--- config.mk ---
export PLATFORM = sky130hd
export DESIGN_NAME = lane_render_ctrl
export DESIGN_NICKNAME = d
export VERILOG_FILES = /design/src/rtl/lane_render_ctrl_pkg.sv /design/src/rtl/lane_render_ctrl_scanner.sv /design/src/rtl/lane_render_ctrl.sv
export SDC_FILE = /design/constraint.sdc
export NUM_CORES = 1
export LEC_CHECK = 0
export BUFFER_PORTS_ARGS = -buffer_cell sky130_fd_sc_hd__buf_2
export CAP_MARGIN = 30
export CORE_MARGIN = 3
export CORE_UTILIZATION = 45
export DETAILED_ROUTE_END_ITERATION = 6
export HOLD_SLACK_MARGIN = 0.1
export PLACE_DENSITY = 0.71
export SLEW_MARGIN = 20
export SYNTH_ARGS = -nofsm -noshare
export SYNTH_HDL_FRONTEND = slang
export SYNTH_SLANG_ARGS = --single-unit
--- constraint.sdc ---
create_clock -name clock -period 2.9 [get_ports clock]
set_clock_uncertainty 0.2 [all_clocks]
set_input_delay 0.58 -clock clock [delete_from_list [all_inputs] [get_ports clock]]
set_output_delay 0.58 -clock clock [all_outputs]
set_load 0.005 [all_outputs]
--- src/rtl/lane_render_ctrl_pkg.sv ---
// Shared encodings and geometry for the lane renderer: screen modes, FSM
// states, colours, screen/sprite dimensions and lane-decoding helpers.
package lane_render_ctrl_pkg;

    typedef enum logic [1:0] {
        MODE_BLANK = 2'd0,
        MODE_START = 2'd1,
        MODE_GAME  = 2'd2,
        MODE_END   = 2'd3
    } mode_t;

    typedef enum logic [2:0] {
        ST_IDLE      = 3'd0,
        ST_FILL      = 3'd1,
        ST_ERASE_OBS = 3'd2,
        ST_ERASE_PLR = 3'd3,
        ST_DRAW_OBS  = 3'd4,
        ST_DRAW_PLR  = 3'd5,
        ST_DONE      = 3'd6
    } state_t;

    localparam int SCREEN_W   = 160;
    localparam int SCREEN_H   = 120;
    localparam int SPR_W      = 16;
    localparam int SPR_H      = 8;
    localparam int PLAYER_Y   = 104;
    localparam int LANE0_X    = 32;
    localparam int LANE_PITCH = 40;

    localparam logic [2:0] COL_BLACK = 3'b000;
    localparam logic [2:0] COL_RED   = 3'b100;
    localparam logic [2:0] COL_GREEN = 3'b010;
    localparam logic [2:0] COL_BLUE  = 3'b001;
    localparam logic [2:0] COL_OBS   = COL_RED;
    localparam logic [2:0] COL_PLR   = COL_BLUE;

    // endScreen outranks startScreen, which outranks gameScreen
    function automatic mode_t decode_mode(input logic start_s, input logic end_s,
                                          input logic game_s);
        if (end_s)        return MODE_END;
        else if (start_s) return MODE_START;
        else if (game_s)  return MODE_GAME;
        else              return MODE_BLANK;
    endfunction

    function automatic logic [2:0] fill_colour(input mode_t m);
        case (m)
            MODE_END:   return COL_RED;
            MODE_START: return COL_GREEN;
            default:    return COL_BLACK;
        endcase
    endfunction

    function automatic logic lane_valid(input logic [2:0] lane);
        return (lane == 3'b100) || (lane == 3'b010) || (lane == 3'b001);
    endfunction

    // one-hot lane to sprite x origin; non-one-hot lanes are never drawn
    function automatic logic [7:0] lane_x(input logic [2:0] lane);
        case (lane)
            3'b100:  return 8'(LANE0_X);
            3'b010:  return 8'(LANE0_X + LANE_PITCH);
            3'b001:  return 8'(LANE0_X + 2 * LANE_PITCH);
            default: return 8'd0;
        endcase
    endfunction

    // obstacle must fit entirely on screen to be drawn or erased
    function automatic logic obs_visible(input logic [2:0] lane, input logic [7:0] pos);
        return lane_valid(lane) && (pos <= 8'(SCREEN_H - SPR_H));
    endfunction

endpackage

--- src/rtl/lane_render_ctrl_scanner.sv ---
// Row-major rectangle walker: a start pulse loads the origin and extent, then
// one (x, y) pair is emitted per cycle with valid high until the box is done.
module box_scanner
    import lane_render_ctrl_pkg::*;
(
    input  logic       clock,
    input  logic       reset,
    input  logic       start,
    input  logic [7:0] x0,
    input  logic [6:0] y0,
    input  logic [7:0] w,
    input  logic [6:0] h,
    output logic [7:0] x,
    output logic [6:0] y,
    output logic       valid,
    output logic       done
);

    logic [7:0] x_org;
    logic [7:0] x_end;
    logic [6:0] y_end;

    // load box on start, then step x, wrapping to the next row at x_end
    always_ff @(posedge clock) begin
        if (reset) begin
            x     <= 8'd0;
            y     <= 7'd0;
            valid <= 1'b0;
            x_org <= 8'd0;
            x_end <= 8'd0;
            y_end <= 7'd0;
        end else if (start) begin
            x     <= x0;
            y     <= y0;
            x_org <= x0;
            x_end <= x0 + w - 8'd1;
            y_end <= y0 + h - 7'd1;
            valid <= 1'b1;
        end else if (valid) begin
            if (x == x_end) begin
                x <= x_org;
                if (y == y_end) valid <= 1'b0;
                else            y     <= y + 7'd1;
            end else begin
                x <= x + 8'd1;
            end
        end
    end

    assign done = valid && (x == x_end) && (y == y_end);

endmodule

--- src/rtl/lane_render_ctrl.sv ---
// Turns screen mode and lane/obstacle positions into a VGA pixel-write stream,
// redrawing only what changed since the last snapshot.
//
// state     | meaning
// ----------+-----------------------------------------------------------
// IDLE      | compare live inputs against snapshot, busy low
// FILL      | whole screen in the snapshot mode's colour
// ERASE_OBS | old obstacle box in black (skipped if it was not drawn)
// ERASE_PLR | old player box in black (skipped for a bad lane)
// DRAW_OBS  | new positions captured on entry, obstacle box drawn
// DRAW_PLR  | player box drawn
// DONE      | single cycle, back to IDLE
module lane_render_ctrl
    import lane_render_ctrl_pkg::*;
(
    input  logic       clock,
    input  logic       reset,
    input  logic       startScreen,
    input  logic       endScreen,
    input  logic       gameScreen,
    input  logic [2:0] playerPos,
    input  logic [2:0] obstaclePos,
    input  logic [7:0] position,
    output logic [7:0] x,
    output logic [6:0] y,
    output logic [2:0] colour,
    output logic       plot,
    output logic       busy
);

    state_t     state_q, state_d;
    logic       first_q;
    mode_t      mode_live, snap_mode;
    logic [2:0] snap_plr, snap_obs;
    logic [7:0] snap_pos;

    logic       start, skip, scan_done;
    logic [7:0] box_x0, box_w;
    logic [6:0] box_y0, box_h;
    logic [2:0] box_col;

    assign mode_live = decode_mode(startScreen, endScreen, gameScreen);

    box_scanner u_scan (
        .clock (clock),
        .reset (reset),
        .start (start),
        .x0    (box_x0),
        .y0    (box_y0),
        .w     (box_w),
        .h     (box_h),
        .x     (x),
        .y     (y),
        .valid (plot),
        .done  (scan_done)
    );

    // state register; first_q marks the entry cycle so each box starts once
    always_ff @(posedge clock) begin
        if (reset) begin
            state_q <= ST_IDLE;
            first_q <= 1'b0;
        end else begin
            state_q <= state_d;
            first_q <= (state_d != state_q);
        end
    end

    // next state and box parameters for the current step
    always_comb begin
        state_d = state_q;
        skip    = 1'b0;
        box_x0  = 8'd0;
        box_y0  = 7'd0;
        box_w   = 8'(SPR_W);
        box_h   = 7'(SPR_H);
        box_col = COL_BLACK;
        case (state_q)
            ST_IDLE: begin
                if (mode_live != snap_mode)
                    state_d = ST_FILL;
                else if (mode_live == MODE_GAME && (playerPos != snap_plr ||
                         obstaclePos != snap_obs || position != snap_pos))
                    state_d = ST_ERASE_OBS;
            end
            ST_FILL: begin
                box_w   = 8'(SCREEN_W);
                box_h   = 7'(SCREEN_H);
                box_col = fill_colour(snap_mode);
                if (scan_done) state_d = (snap_mode == MODE_GAME) ? ST_DRAW_OBS : ST_DONE;
            end
            ST_ERASE_OBS: begin
                box_x0 = lane_x(snap_obs);
                box_y0 = snap_pos[6:0];
                skip   = !obs_visible(snap_obs, snap_pos);
                if (skip || scan_done) state_d = ST_ERASE_PLR;
            end
            ST_ERASE_PLR: begin
                box_x0 = lane_x(snap_plr);
                box_y0 = 7'(PLAYER_Y);
                skip   = !lane_valid(snap_plr);
                if (skip || scan_done) state_d = ST_DRAW_OBS;
            end
            ST_DRAW_OBS: begin
                box_x0  = lane_x(snap_obs);
                box_y0  = snap_pos[6:0];
                box_col = COL_OBS;
                skip    = !obs_visible(snap_obs, snap_pos);
                if (skip || scan_done) state_d = ST_DRAW_PLR;
            end
            ST_DRAW_PLR: begin
                box_x0  = lane_x(snap_plr);
                box_y0  = 7'(PLAYER_Y);
                box_col = COL_PLR;
                skip    = !lane_valid(snap_plr);
                if (skip || scan_done) state_d = ST_DONE;
            end
            ST_DONE: state_d = ST_IDLE;
            default: state_d = ST_IDLE;
        endcase
    end

    assign start = first_q && !skip && (state_q != ST_IDLE) && (state_q != ST_DONE);
    assign busy  = (state_q != ST_IDLE);

    // snapshot: mode on entry to FILL, positions on entry to DRAW_OBS
    always_ff @(posedge clock) begin
        if (reset) begin
            snap_mode <= MODE_BLANK;
            snap_plr  <= 3'b000;
            snap_obs  <= 3'b000;
            snap_pos  <= 8'd0;
        end else begin
            if (state_q == ST_IDLE && state_d == ST_FILL)
                snap_mode <= mode_live;
            if (state_d == ST_DRAW_OBS && state_q != ST_DRAW_OBS) begin
                snap_plr <= playerPos;
                snap_obs <= obstaclePos;
                snap_pos <= position;
            end
        end
    end

    // colour is held for the whole box, aligned with the scanner's first pixel
    always_ff @(posedge clock) begin
        if (reset)      colour <= COL_BLACK;
        else if (start) colour <= box_col;
    end

endmodule

==> flow_summary_export.csv <==
group,metric,value,unit
critical_path,worstPathArrival,2.78,ns
cells_and_area,area_growth,14.46,%
global_route,grt_max_degree,32,
worst_hold_path,worstHoldStart,"u_scan.x_org[3]",
cells_and_area,nFillCells,735,
critical_path,crit_fanout,14,
clock_tree,ctsHtreeMaxLevel,2,
logic_synthesis,synth-seq-cells,56,
detailed_routing,drt-vias-per-instance,5.445,
cells_and_area,final_cells,578,
floorplanning,fp.dieArea,0.008860,mm2
timing,final-setup-viol-count,0,
critical_path,reg2reg_to,"snap_pos[5]",
logic_synthesis,ys.flop_type,"dfxtp_1",
critical_path,reg2reg_from,"u_scan.x[1]",
timing,min_period,2.739,ns
power,sw_frac_of_total,0.3766,
clock_tree,clk_pin_slew,0.10,ns
logic_synthesis,yosysUniqueCellTypes,61,
floorplanning,initial_core_util,0.4717,
clock_tree,post-cts-setup-buffers,0,
clock_tree,cts_made_buffers,5,
floorplanning,placeableCoreArea,0.007408,mm2
timing,tightestPinTransition,0.6212,ns
critical_path,r2r_slack,0.16,ns
worst_hold_path,whs_endpoint,"u_scan.x_org[3]",
timing,drv_slew,0,
cells_and_area,nNetsFinal,508,
timing,rsz0062_at_grt,"false",
global_route,grt_overflow,0,
logic_synthesis,synthTopCellsByArea,"dfxtp_1 32%, nand2_1 7.2%, xnor2_1 5.5%",
detailed_routing,final_antenna_net_count,0,
cells_and_area,layout-drive-gt1-share,0.1858,
place,dp_hpwl,6025,um
critical_path,worstPathCellList,"or4_4 > a211oi_4 > and4_2 > nand3_2 > a221o_1 > nor3_4 > buf_12 > mux2i_1",
place,routabilityCongestion,0.9344,
cells_and_area,antenna_cells,0,
critical_path,critPathBufInv,1,
logic_synthesis,synth_top_area_share,0.3208,
clock_tree,cts_tree,"done",
critical_path,critical_path_depth,8,
logic_synthesis,synth_fp_nets,468,
detailed_routing,avgRoutedWirePerCell,13.89,um
detailed_routing,drt-met1-wl,3806,um
critical_path,crit_type,"reg2reg",
detailed_routing,vias,3147,
place,placed_cells,570,
logic_synthesis,netlist.top_cell.by_area,"dfxtp_1",
detailed_routing,wl,8026,um
power,netSwitchingPower,0.001003,W
power,ir_worst_vdd,267.0,uV
power,combPwrFrac,0.432,
timing,fin_tns_setup,0,ns
place,dpl_cell_area,0.003867,mm2
detailed_routing,wl_met2,3798,um
logic_synthesis,synth-seq-area-share,0.3208,
cells_and_area,final_area,0.004000,mm2
detailed_routing,highest_layer,"met4",
critical_path,r2r.worst_path.cells,8,
critical_path,crit_slowest_cell,"or4_4",
logic_synthesis,synth_most_common_cell,"nand2_1",
worst_hold_path,hold_path_class,"reg2reg",
power,clock_power_share,0.207,
run_status,status,"complete, no violations",
critical_path,cp.required,2.94,ns
global_route,grt_pass1_vias,2865,
logic_synthesis,synth_common_cells,"67 x nand2_1, 56 x dfxtp_1, 35 x a21oi_1, 35 x nor2_1, 22 x xnor2_1",
logic_synthesis,synthCells,438,
timing,timing.slew.headroom,0.5815,
critical_path,cp_top_family,"simple AND/OR/NAND/NOR gates",
power,cellPowerDensity,666.1,mW/mm2
clock_tree,cts_root_buffer,"clkbuf_8",
clock_tree,worstSkewPairLatency,0.31,ns
power,seqPwrFrac,0.361,
logic_synthesis,synthArstFlopShare,0,
detailed_routing,drtIter0Drc,142,
global_route,antenna_found_initial,0,
detailed_routing,wl_met3,289,um
floorplanning,std_cell_rows,31,
timing,hold_violations,0,
critical_path,start_kind,"flop",
clock_tree,clkSinkCount,56,
power,power,0.002664,W
floorplanning,die_y,94.13,um
floorplanning,die_x,94.13,um
timing,period_share,0.9445,
clock_tree,clk_path_buf_depth,2,
logic_synthesis,yosys_warnings,0,
logic_synthesis,avgSynthCellArea,7.979,um2
detailed_routing,dr.pass1.iters,4,
timing,clock.fmax,0.3651,GHz
power,p_leak,1.630,nW
logic_synthesis,synthesis.area,0.003495,mm2
critical_path,max_stage_delay,0.54,ns
critical_path,worst_setup_path_end_kind,"flop",
place,port_buffers,38,
power,p_int,0.001661,W
logic_synthesis,synth-edff-count,0,
global_route,grt_pass1_wl,13380,um
global_route,track_usage,0.1855,
detailed_routing,drc,0,
flow_run,drv_cap,0,
floorplanning,io_pins,39,
worst_hold_path,min_path_cells,2,
==> power by group through the flow <==
stage	clock (W)	combinational [W]	sequential, W
finish	0.000550	0.00115	0.000962
global route	0.000600	0.00129	0.000979
CTS	0.000561	0.00114	0.000961
detailed placement	0	0.00114	0.000979
global placement	0	0.00111	0.000975
floorplan	0	0.000842	0.000940
==> state kept, by name, summed over array words and instances, names as in the netlist, 2 cells and up <==
| signal | flops |
|---|---|
| colour | 3 |
| u_scan.y | 7 |
| u_scan.x_org | 4 |
| u_scan.x_end | 6 |
| u_scan.y_end | 7 |
| snap_obs | 3 |
| snap_plr | 3 |
| state_q | 3 |
| snap_pos | 8 |
| snap_mode | 2 |
| u_scan.x | 8 |
==> routing by layer <==
metal  vias up  track usage
met5         -            0
met4         0      0.05295
met3        12      0.03045
met2        59       0.3046
met1      1458       0.2501
li1       1618            -
==> tightest hold or removal path: cells and delay by family (launching register included) <==
kind             cells  cell delay, ns
AO/OA/AOI/OAI        1            0.05
flip-flops           1            0.32
AND/OR/NAND/NOR      1            0.05
==> what timing repair did <==
item / CTS / global route
gates resized for setup: 0 / 5
endpoints found under the setup margin: 0 / 6
hold buffers: 0 / 0
hold endpoints to repair: 0 / 0
==> worst max path at each step <==
stage / start / end / slack (ns)
after floorplan: u_scan.x[0] / snap_obs[0] / 0.17
after global placement: position[1] / first_q / 0.16
after detailed placement: state_q[0] / u_scan.x_end[7] / 0.09
after CTS: state_q[0] / u_scan.x_end[7] / 0.06
after global routing: snap_pos[0] / snap_obs[0] / 0.02
final: u_scan.x[1] / snap_pos[5] / 0.16
==> cell usage in the layout (no fill, tap or decap), types with 3 or more instances in the layout <==
cell type | Yosys | final
a211oi_1 | 9 | 9
a21boi_0 | 3 | 3
a21oi_1 | 35 | 35
a221o_1 | 3 | 3
a31o_2 | 3 | 3
a31oi_1 | 4 | 4
and2_1 | 5 | 5
and3_1 | 7 | 7
buf_2 | 2 | 38
buf_4 | 2 | 19
clkbuf_8 | 0 | 6
dfxtp_1 | 56 | 54
ha_1 | 10 | 10
inv_1 | 12 | 12
mux2_2 | 3 | 3
mux2i_1 | 18 | 18
nand2_1 | 67 | 67
nand2b_1 | 7 | 7
nand3_1 | 9 | 9
nand4_1 | 6 | 6
nor2_1 | 35 | 35
nor2b_1 | 3 | 3
nor3_1 | 8 | 8
o21a_1 | 5 | 5
o21ai_0 | 18 | 17
or2_2 | 3 | 3
xnor2_1 | 22 | 22
xor2_1 | 18 | 18
==> metrics by stage <==
| stage | util | hold WS (ns) | worst slack, ns |
|---|---|---|---|
| after floorplan | - | 0.2357 | 0.1693 |
| after global placement | 0.5220 | 0.2405 | 0.1569 |
| after detailed placement | 0.5220 | 0.2466 | 0.09059 |
| after CTS | 0.5384 | 0.2614 | 0.05578 |
| after global routing | 0.5399 | 0.2854 | 0.01558 |
| final | 0.5399 | 0.2579 | 0.1608 |
==> final cells by class <==
type / instances / area (um2) / share of cell area
clock buffer: 6 / 82.58 / 0.02064
timing repair buffer: 59 / 372.9 / 0.09321
multi-input combinational: 342 / 2206 / 0.5515
sequential: 56 / 1124 / 0.2809
clock inverter: 2 / 38.79 / 0.009697
tap: 99 / 123.9 / 0.03097
inverter: 14 / 52.55 / 0.01314
==> cells by family (layout without fill, tap and decap cells) <==
kind of cell / after synthesis / count (layout) / synth area share
AOI/OAI and AO/OA: 100 / 100 / 0.1858
xor gates and xnor gates: 40 / 40 / 0.1002
adders and majority gates: 11 / 11 / 0.04153
buffers and inverters: 40 / 81 / 0.05048
DFF: 56 / 56 / 0.3208
muxes: 21 / 21 / 0.06122
and+or+nand+nor: 170 / 170 / 0.2399
Note: power is estimated with default switching activity, not from simulation.
